**config.mk**
```make
export PLATFORM = sky130hd
export DESIGN_NAME = coherence_arbiter
export DESIGN_NICKNAME = d
export VERILOG_FILES = /design/src/rtl/coherence_arbiter.sv
export SDC_FILE = /design/constraint.sdc
export NUM_CORES = 1
export LEC_CHECK = 0
export ABC_AREA = 1
export CAP_MARGIN = 10
export CORE_MARGIN = 2
export CORE_UTILIZATION = 30
export CTS_CLUSTER_SIZE = 10
export DETAILED_ROUTE_END_ITERATION = 10
export GPL_TIMING_DRIVEN = 0
export PLACE_DENSITY = 0.69
export REMOVE_ABC_BUFFERS = 1
export SKIP_CTS_REPAIR_TIMING = 1
export SLEW_MARGIN = 25
export SYNTH_ARGS = -nofsm -noshare
export SYNTH_HDL_FRONTEND = slang
export SYNTH_SLANG_ARGS = --single-unit
```
**constraint.sdc**
```tcl
create_clock -name CLK -period 5.5 [get_ports CLK]
set_clock_uncertainty 0.05 [all_clocks]
set_input_delay 1.1 -clock CLK [delete_from_list [all_inputs] [get_ports CLK]]
set_output_delay 1.1 -clock CLK [all_outputs]
set_load 0.02 [all_outputs]
```
**src/rtl/coherence_arbiter.sv**
```systemverilog
// Snoopy-bus MSI coherence arbiter: grants one core at a time, snoops the others, and moves a
// WORDS-word block from a dirty sharer or from memory. Define COH_RR_ARB_EN for round-robin grants.
module coherence_arbiter #(
  parameter int NCPU  = 2,
  parameter int AW    = 32,
  parameter int DW    = 32,
  parameter int WORDS = 2
) (
  input  logic              CLK,
  input  logic              RST,
  input  logic [NCPU-1:0]    cctrans,
  input  logic [NCPU-1:0]    ccwrite,
  input  logic [NCPU*AW-1:0] daddr,
  input  logic [NCPU-1:0]    snoopdirty,
  input  logic [NCPU*DW-1:0] dstore,
  input  logic              memwait,
  input  logic [DW-1:0]     memload,
  output logic [NCPU-1:0]    ccwait,
  output logic [NCPU-1:0]    ccinv,
  output logic [AW-1:0]     ccsnoopaddr,
  output logic [AW-1:0]     xaddr,
  output logic [DW-1:0]     dload,
  output logic [NCPU-1:0]    dvalid,
  output logic [NCPU-1:0]    done,
  output logic              c2c,
  output logic              memreq
);

  localparam int OW = $clog2(NCPU);
  localparam int WW = $clog2(WORDS);

  typedef enum logic [2:0] {
    S_IDLE,
    S_SNOOP,
    S_C2C,
    S_MEM,
    S_INV
  } state_t;

  state_t          state_q, state_d;
  logic [OW-1:0]   owner_q, owner_d;
  logic [AW-1:0]   base_q, base_d;
  logic            write_q, write_d;
  logic [WW-1:0]   word_q, word_d;
  logic [OW-1:0]   src_q, src_d;

  logic            grant_vld;
  logic [OW-1:0]   grant_idx;
  logic            src_found;
  logic [OW-1:0]   src_idx;
  logic [NCPU-1:0] owner_oh;
  logic [NCPU-1:0] others;
  logic            word_last;
  logic [AW-1:0]   word_addr;
  logic [DW-1:0]   dstore_sel;

`ifdef COH_RR_ARB_EN
  logic [OW-1:0]   ptr_q, ptr_d;

  // Search starts just after the last owner, so a core that keeps requesting cannot starve others.
  always_comb begin
    int idx;
    grant_vld = 1'b0;
    grant_idx = '0;
    idx       = 0;
    for (int k = 0; k < NCPU; k++) begin
      idx = int'(ptr_q) + 1 + k;
      if (idx >= NCPU) idx = idx - NCPU;
      if (!grant_vld && cctrans[idx]) begin
        grant_vld = 1'b1;
        grant_idx = OW'(idx);
      end
    end
  end
`else
  always_comb begin
    grant_vld = 1'b0;
    grant_idx = '0;
    for (int k = NCPU - 1; k >= 0; k--) begin
      if (cctrans[k]) begin
        grant_vld = 1'b1;
        grant_idx = OW'(k);
      end
    end
  end
`endif

  // Lowest-index dirty sharer other than the owner supplies the block.
  always_comb begin
    src_found = 1'b0;
    src_idx   = '0;
    for (int i = NCPU - 1; i >= 0; i--) begin
      if (snoopdirty[i] && (OW'(i) != owner_q)) begin
        src_found = 1'b1;
        src_idx   = OW'(i);
      end
    end
  end

  assign owner_oh   = NCPU'(1) << owner_q;
  assign others     = ~owner_oh;
  assign word_last  = (word_q == WW'(WORDS - 1));
  assign word_addr  = base_q + AW'({word_q, 2'b00});
  assign dstore_sel = dstore[src_q*DW +: DW];

  // NOTE: every signal written here gets a default first, so no path leaves one unassigned
  // and no latch is inferred; blocking '=' is correct inside combinational logic.
  always_comb begin
    state_d     = state_q;
    owner_d     = owner_q;
    base_d      = base_q;
    write_d     = write_q;
    word_d      = word_q;
    src_d       = src_q;
`ifdef COH_RR_ARB_EN
    ptr_d       = ptr_q;
`endif
    ccwait      = '0;
    ccinv       = '0;
    ccsnoopaddr = '0;
    xaddr       = '0;
    dload       = '0;
    dvalid      = '0;
    done        = '0;
    c2c         = 1'b0;
    memreq      = 1'b0;

    unique case (state_q)
      S_IDLE: begin
        if (grant_vld) begin
          owner_d = grant_idx;
          base_d  = daddr[grant_idx*AW +: AW];
          write_d = ccwrite[grant_idx];
          word_d  = '0;
`ifdef COH_RR_ARB_EN
          ptr_d   = grant_idx;
`endif
          state_d = S_SNOOP;
        end
      end

      S_SNOOP: begin
        ccwait      = others;
        ccsnoopaddr = base_q;
        xaddr       = base_q;
        src_d       = src_idx;
        if (write_q)        state_d = S_INV;
        else if (src_found) state_d = S_C2C;
        else                state_d = S_MEM;
      end

      S_C2C: begin
        ccwait      = others;
        ccsnoopaddr = base_q;
        xaddr       = word_addr;
        c2c         = 1'b1;
        dload       = dstore_sel;
        if (!memwait) begin
          dvalid = owner_oh;
          if (word_last) begin
            word_d  = '0;
            done    = owner_oh;
            state_d = S_IDLE;
          end else begin
            word_d = word_q + WW'(1);
          end
        end
      end

      S_MEM: begin
        ccsnoopaddr = base_q;
        xaddr       = word_addr;
        memreq      = 1'b1;
        dload       = memload;
        if (!memwait) begin
          dvalid = owner_oh;
          if (word_last) begin
            word_d  = '0;
            done    = owner_oh;
            state_d = S_IDLE;
          end else begin
            word_d = word_q + WW'(1);
          end
        end
      end

      // A dirty sharer writes back through its own eviction path, so only invalidation happens here.
      S_INV: begin
        ccwait      = others;
        ccinv       = others;
        ccsnoopaddr = base_q;
        xaddr       = base_q;
        done        = owner_oh;
        state_d     = S_IDLE;
      end

      default: state_d = S_IDLE;
    endcase
  end

  // NOTE: sequential state uses non-blocking '<=' so all flops update together at the edge.
  always_ff @(posedge CLK or posedge RST) begin
    if (RST) begin
      state_q <= S_IDLE;
      owner_q <= '0;
      base_q  <= '0;
      write_q <= 1'b0;
      word_q  <= '0;
      src_q   <= '0;
`ifdef COH_RR_ARB_EN
      ptr_q   <= OW'(NCPU - 1);
`endif
    end else begin
      state_q <= state_d;
      owner_q <= owner_d;
      base_q  <= base_d;
      write_q <= write_d;
      word_q  <= word_d;
      src_q   <= src_d;
`ifdef COH_RR_ARB_EN
      ptr_q   <= ptr_d;
`endif
    end
  end

endmodule

```
==> summary.md, run 1 <==
| Metric | Value |
|---|---|
| Status | finished clean |
| Buffers on Ports | 274 |
| Logic gate share of total power | 0.746 |
| Vias | 5290 |
| Worst setup SP type | register |
| Via/cell ratio | ~4.6 |
| Std-Cell Rows | 43 |
| Fill count | 1410 |
| Antenna-violating nets left | 0 |
| Syn Area/Cell | around 5.9 µm² |
| Internal power consumption | 0.00179 W |
| Tightest Hold Check Type | register to register |
| Sequential share of the synthesized area | 0.234 |
| Worst-path clk slew | about 0.06 ns |
| Fmax | 219 MHz |
| CP endpoint kind | output port |
| Nets | 1134 |
| CTS Buf Count | 5 |
| Synth warn | 0 |
| RSZ-0062 raised after global routing | no |
| Number of top-level pins | between 200 and 300 |
| DRT Pass-1 Iters | 4 |
| Slew Limit Fails | 0 |
| CP Max Fanout | 33 |
| Worst Max-Slew Pin Slew | 0.887 ns |
| Routed len/inst | between 10 and 15 µm |
| Post-route insts no fill | 1144 |
| P_sw | 0.00194 W |
| Largest net degree at the start of global routing | between 40 and 50 |
| Xor/xnor share of the synthesized area | 0.00631 |
| Diodes inserted | 0 |
| Final WL | 16300 µm |
| Global-route wire length before repair | 25900 µm |
| Top_reg_cell synth | dfrtp_1 |
| Synthesized-area fraction occupied by ao, oa, aoi and oai cells | 0.209 |
| Main combinational cell family by area after synthesis | simple AND/OR/NAND/NOR gates |
| Critical path class | register to output port |
| Period utilization | 0.832 |
| Bufs on Longest Clock Path | 2 |
| Clk Latency, worst-skew pair | approximately 0.28 ns |
| Sw frac | 0.521 |
| CP Data Required Time | between 4 and 5 ns |
| #FFs+latches synth | 39 |
| CTS root buffer | clkbuf_16 |
| Post-synth EDFFs | 0 |
| DIE AREA | 14800 µm² |
| Netlist cell types | 33 |
| DIE HEIGHT | 122 µm |
| Initial Util | 0.303 |
| Power density over the cells | 520 nW/µm² |
| GRT Total Usage | 0.219 |
| Count leader, synth | nand2_1 |
| Max cap viols | 0 |
| # clock sinks | 39 |
| Global placer's final weighted congestion | about 0.87 |
| H-Tree Depth | 2 |
| Min Tclk post-route | 4.57 ns |
| Grt ovf | 0 |
| Hold Fails Final Rpt | 0 |
| Mux contribution to synthesized area | 0 |
| Post-synth top area share | 0.234 |
| Layout cells sized above 1 | 0.0737 |
| Setup TNS Final | 0 ns |
| Vias in the first global route | 5086 |
| Synth Area in Simple Gates | 0.394 |
| Largest area contributor in the netlist | dfrtp_1 |
| Clock power frac | 0.078 |
| Reg power frac | 0.176 |
| Die span in x | 122 µm |
| DRC violations left | 0 |
| Clock tree from TritonCTS | done |
| Lkg Pwr | between 3 and 4 nW |
| Core region area | approximately 14000 µm² |
| Placed Cells incl. Taps | between 1000 and 1500 |
| Critical Path AT | roughly 3.4 ns |
| Initial DRC count | 225 |
| Syn Std Cell Area | ~4200 µm² |
| Detailed Place HPWL | about 13000 µm |
| P&R area growth vs syn | 72.4% |
| Final Setup Violations | 0 |
| Adder-cell share of the synthesized area | 0.00601 |
| Antenna violations before repair | 0 |
| Slew margin rel. | 0.407 |
| Peak VDD IR | about 0.44 mV |
| Synth top area cells | dfrtp_1 (23%), nand2_1 (22%), o211ai_1 (11%) |
| Commonest cells post-synth | nand2_1 (247), inv_1 (102), o211ai_1 (63) |
| Synth async-reset ratio | 1.00 |
| Synthesized netlist cell count | 710 |
-- path summary, 6_finish.rpt --
path | start | end | slack, ns | cells after the start
worst max-delay path | state_q[2] | dload[22] | 0.93 | 6
worst min-delay path | write_q | state_q[2] | 0.46 | 2
worst max register to register | state_q[2] | state_q[1] | 3.33 | 5
worst min register to register | write_q | state_q[2] | 0.46 | 2
max in group asynchronous | RST | base_q[31] | 3.82 | 3
min in group asynchronous | RST | base_q[7] | 1.09 | 2
-- worst max-delay path, stage by stage, from the launching register on --
cell	delay, ns
dfrtp_1	0.48
nor2_4	0.74
inv_2	0.36
nor2_4	0.67
nand2_1	0.12
nand2_1	0.15
clkdlybuf4s50_1	0.61
-- cells in the final DEF (no fill, tap or decap) --
cell type,instances
inv_2,13
nand2_1,247
xor2_1,3
a2bb2oi_1,1
a21oi_1,3
o31ai_1,1
nor2_4,3
o211ai_1,63
a22oi_1,1
nand3_2,2
buf_6,4
nand4_1,1
o21ai_0,55
buf_4,1
or2_2,33
o21ai_1,4
o22ai_1,6
and2_1,1
nor2_1,53
clkbuf_16,5
dfrtp_2,1
nand2_4,1
inv_1,100
o21a_1,2
nor2_8,2
a31oi_1,2
nor4_4,1
clkinv_2,3
dfrtp_1,38
ha_1,2
clkdlybuf4s50_1,274
buf_12,2
nor3_1,3
nand3_1,33
-- layout make-up --
cell class | instances | area, µm² | share of cell area
repair buffers | 281 | 2840 | 0.395
clock buffers | 5 | 125 | 0.0174
multi-input cells | 523 | 2570 | 0.359
inverters | 113 | 424 | 0.0591
flip-flops and latches | 39 | 977 | 0.136
well taps | 180 | 225 | 0.0314
clock inverters | 3 | 15.0 | 0.00209
-- power groups by stage --
stage | clock (W) | combinational, W | sequential, W
after floorplan | 0 | 0.00148 | 0.000619
after global placement | 0 | 0.00270 | 0.000690
after detailed placement | 0 | 0.00280 | 0.000660
after CTS | 0.000300 | 0.00281 | 0.000655
after global routing | 0.000310 | 0.00304 | 0.000688
final | 0.000289 | 0.00278 | 0.000658
-- through the flow --
step	area (µm²)	hold slack, ns	total power, W	util	worst slack [ns]
5_1_grt	7180	0.510	0.00404	0.523	0.609
3_5_place_dp	7040	0.448	0.00346	0.513	1.18
3_3_place_gp	6930	0.445	0.00339	0.505	0.186
2_1_floorplan	3960	0.419	0.00210	-	2.08
6_report	7180	0.462	0.00373	0.523	0.927
4_1_cts	7180	0.463	0.00376	0.523	0.870
-- metal layers --
| layer | GRT usage | vias up | routed length (µm) |
|---|---|---|---|
| li1 | - | 2767 | - |
| met1 | 0.255 | 2322 | 6550 |
| met4 | 0.0402 | 0 | 86 |
| met3 | 0.0660 | 6 | 1630 |
| met5 | 0 | - | 0 |
| met2 | 0.397 | 195 | 8070 |
-- logic make-up (layout without fill, tap and decap cells) --
logic type	after synthesis	in the layout
buffers and inverters	148	402
AOI/OAI and AO/OA	138	138
xor gates and xnor gates	3	3
DFF	39	39
adders and majority gates	2	2
and+or+nand+nor	380	380
-- state kept, by name (all words and copies together), names as in the netlist --
name and cells:
owner_q 1, state_q 3, word_last 1, write_q 1, src_q 1, base_q 32
Power figures use the tool's default switching activity.
==> inputs of run 2 (changes only) <==
Clock period 5.5 ns to 4.35 ns, I/O delays scaled along.
==> run 2 against run 1 <==
Clock-buffer cell count unchanged. First-iteration DRC count down 1.8%. Sequential power up 27%. Critical path depth up 1. Design area up 0.17%. Setup slack worse by 0.58 ns. Wire length up 2.1%. Sequential share of layout area about the same. Utilization up 0.091 points. Global-route usage unchanged. Register-to-register slack worse by 0.94 ns. Critical path type unchanged. Critical endpoint is now dload[13]. Largest cell class unchanged.
==> summary.md, run 2 (synthesis results as in run 1) <==
| Metric | Value |
|---|---|
| Grt ovf | 0 (unchanged) |
| Largest register FFs | 32 (unchanged) |
| H-Tree Depth | 2 (unchanged) |
| DRC violations left | 0 (unchanged) |
| Routed len/inst | 14.5 µm (+1.9%) |
| Critical path class | register to output port |
| Std-Cell Rows | 43 (unchanged) |
| CTS Buf Count | 5 (unchanged) |
| Leading cell types in the layout, fill and taps excluded | clkdlybuf4s50_1 (274), nand2_1 (247), inv_1 (100) |
| Tightest Hold Check Type | register to register |
| CTS root buffer | clkbuf_16 |
| Final WL | 16700 µm (+2.1%) |
| Period utilization | 0.921 |
| Fmax | 250 MHz |
| # clock sinks | 39 (unchanged) |
| DIE HEIGHT | 122 µm (unchanged) |
| Biggest register | base_q |
| Max cap viols | 0 (unchanged) |
| Worst setup SP type | register |
| RSZ-0062 raised after global routing | no |
| Power density over the cells | 659 nW/µm² (+27%) |
| Global placer's final weighted congestion | 0.872 (unchanged) |
| Largest net degree at the start of global routing | 44 (unchanged) |
| Pwr Total | 0.00474 W (+27%) |
| Placed Cells incl. Taps | 1136 (unchanged) |
| Min Tclk post-route | roughly 4 ns |
| Biggest regs | base_q: 32 flops, state_q: 3 flops |
| Nets | 1136 (+0.18%) |
| Global-route wire length before repair | 25900 µm (unchanged) |
| CP max-delay cell | nor2_2 |
| DIE AREA | 14800 µm² (unchanged) |
| Vias in the first global route | 5086 (unchanged) |
| CP max stage delay | 0.65 ns (-0.09 ns) |
| CP endpoint kind | output port |
| Final Setup Violations | 0 (unchanged) |
| Vias | 5329 (+0.74%) |
| Core region area | 13700 µm² (unchanged) |
| Worst Max-Slew Pin Slew | 0.811 ns (-0.0760 ns) |
| Commonest non-fill, non-tap cell in the layout | clkdlybuf4s50_1 |
| Diodes inserted | 0 (unchanged) |
| Peak VDD IR | 0.553 mV (+26%) |
| Antenna-violating nets left | 0 (unchanged) |
| Initial DRC count | 221 (-1.8%) |
| Buffers on Ports | 274 (unchanged) |
| Lkg Pwr | 3.27 nW (about the same) |
| Via/cell ratio | 4.65 (+0.56%) |
| Initial Util | 0.303 (unchanged) |
| Die span in x | 122 µm (unchanged) |
| Fin Hold WS | 0.458 ns (-0.00389 ns) |
| Worst-path clk slew | 0.06 ns (about the same) |
| Number of top-level pins | 275 (unchanged) |
| CP Max Fanout | 16 (-52%) |
| Status | finished clean |
| Post-route insts no fill | 1146 (+0.17%) |
| CP Data Required Time | 3.43 ns (-0.92 ns) |
| Antenna violations before repair | 0 (unchanged) |
| Slew margin rel. | 0.459 (+0.0515) |
| Bufs on Longest Clock Path | 2 (unchanged) |
| Slew Limit Fails | 0 (unchanged) |
| Hold Fails Final Rpt | 0 (unchanged) |
| Critical Path AT | 3.08 ns (-0.34 ns) |
| Clk Latency, worst-skew pair | 0.28 ns (about the same) |
| GRT Total Usage | 0.219 (unchanged) |
| P&R area growth vs syn | 72.7% |
| Detailed Place HPWL | 12800 µm (unchanged) |
| Final Util | 0.524 (+0.000912) |
| CP cell instances | inv_2 -> nor2_4 -> inv_2 -> nor2_2 -> nand2_1 -> nand2_1 -> clkdlybuf4s50_1 |
| Layout cells sized above 1 | 0.0756 (+0.00192) |
| Clock tree from TritonCTS | done |
| DRT Pass-1 Iters | 5 (+1) |
run 2: cell type report:
class / count / area, µm²
clock inverters: 3 / 15.0
fillers: 1409 / 6530
flip-flops and latches: 39 / 977
well taps: 180 / 225
repair buffers: 281 / 2840
inverters: 113 / 424
clock buffers: 5 / 125
multi-input cells: 525 / 2590
run 2: per-stage QoR:
step | worst slack, ns | TNS, ns | area, µm²
final | 0.346 | 0 | 7190
after global routing | 0.0827 | 0 | 7190
after CTS | -0.0499 | -0.304 | 7180
after detailed placement | 0.261 | 0 | 7040
after global placement | -0.734 | -23.17 | 6930
after floorplan | 1.16 | 0 | 3960
run 2: final timing paths:
check / startpoint / endpoint / slack, ns / cells past startpoint
setup / recovery: state_q[1] / dload[13] / 0.35 / 7
hold / removal: write_q / state_q[2] / 0.46 / 2
setup reg to reg: state_q[0] / base_q[10] / 2.39 / 5
hold reg to reg: write_q / state_q[2] / 0.46 / 2
max in group asynchronous: RST / base_q[31] / 2.90 / 3
min in group asynchronous: RST / base_q[6] / 0.86 / 2
run 2: worst max-delay path: cells and delay by family (launching register included):
family / cells / cell delay [ns]
buffers and inverters: 3 / 1.04
and+or+nand+nor: 4 / 1.33
DFF: 1 / 0.42
run 2: where the power goes:
part	total, W	internal, W	switching (W)
Clock	0.000363	0.000210	0.000153
Sequential	0.000838	0.000546	0.000293
Combinational	0.00354	0.00151	0.00203
run 2: per-layer routing:
metal  vias up  global-route usage  wire, µm
met3         8              0.0660      1640
met5         -                   0         0
li1       2774                   -         -
met1      2359               0.255      6680
met4         0              0.0402       106
met2       188               0.397      8240
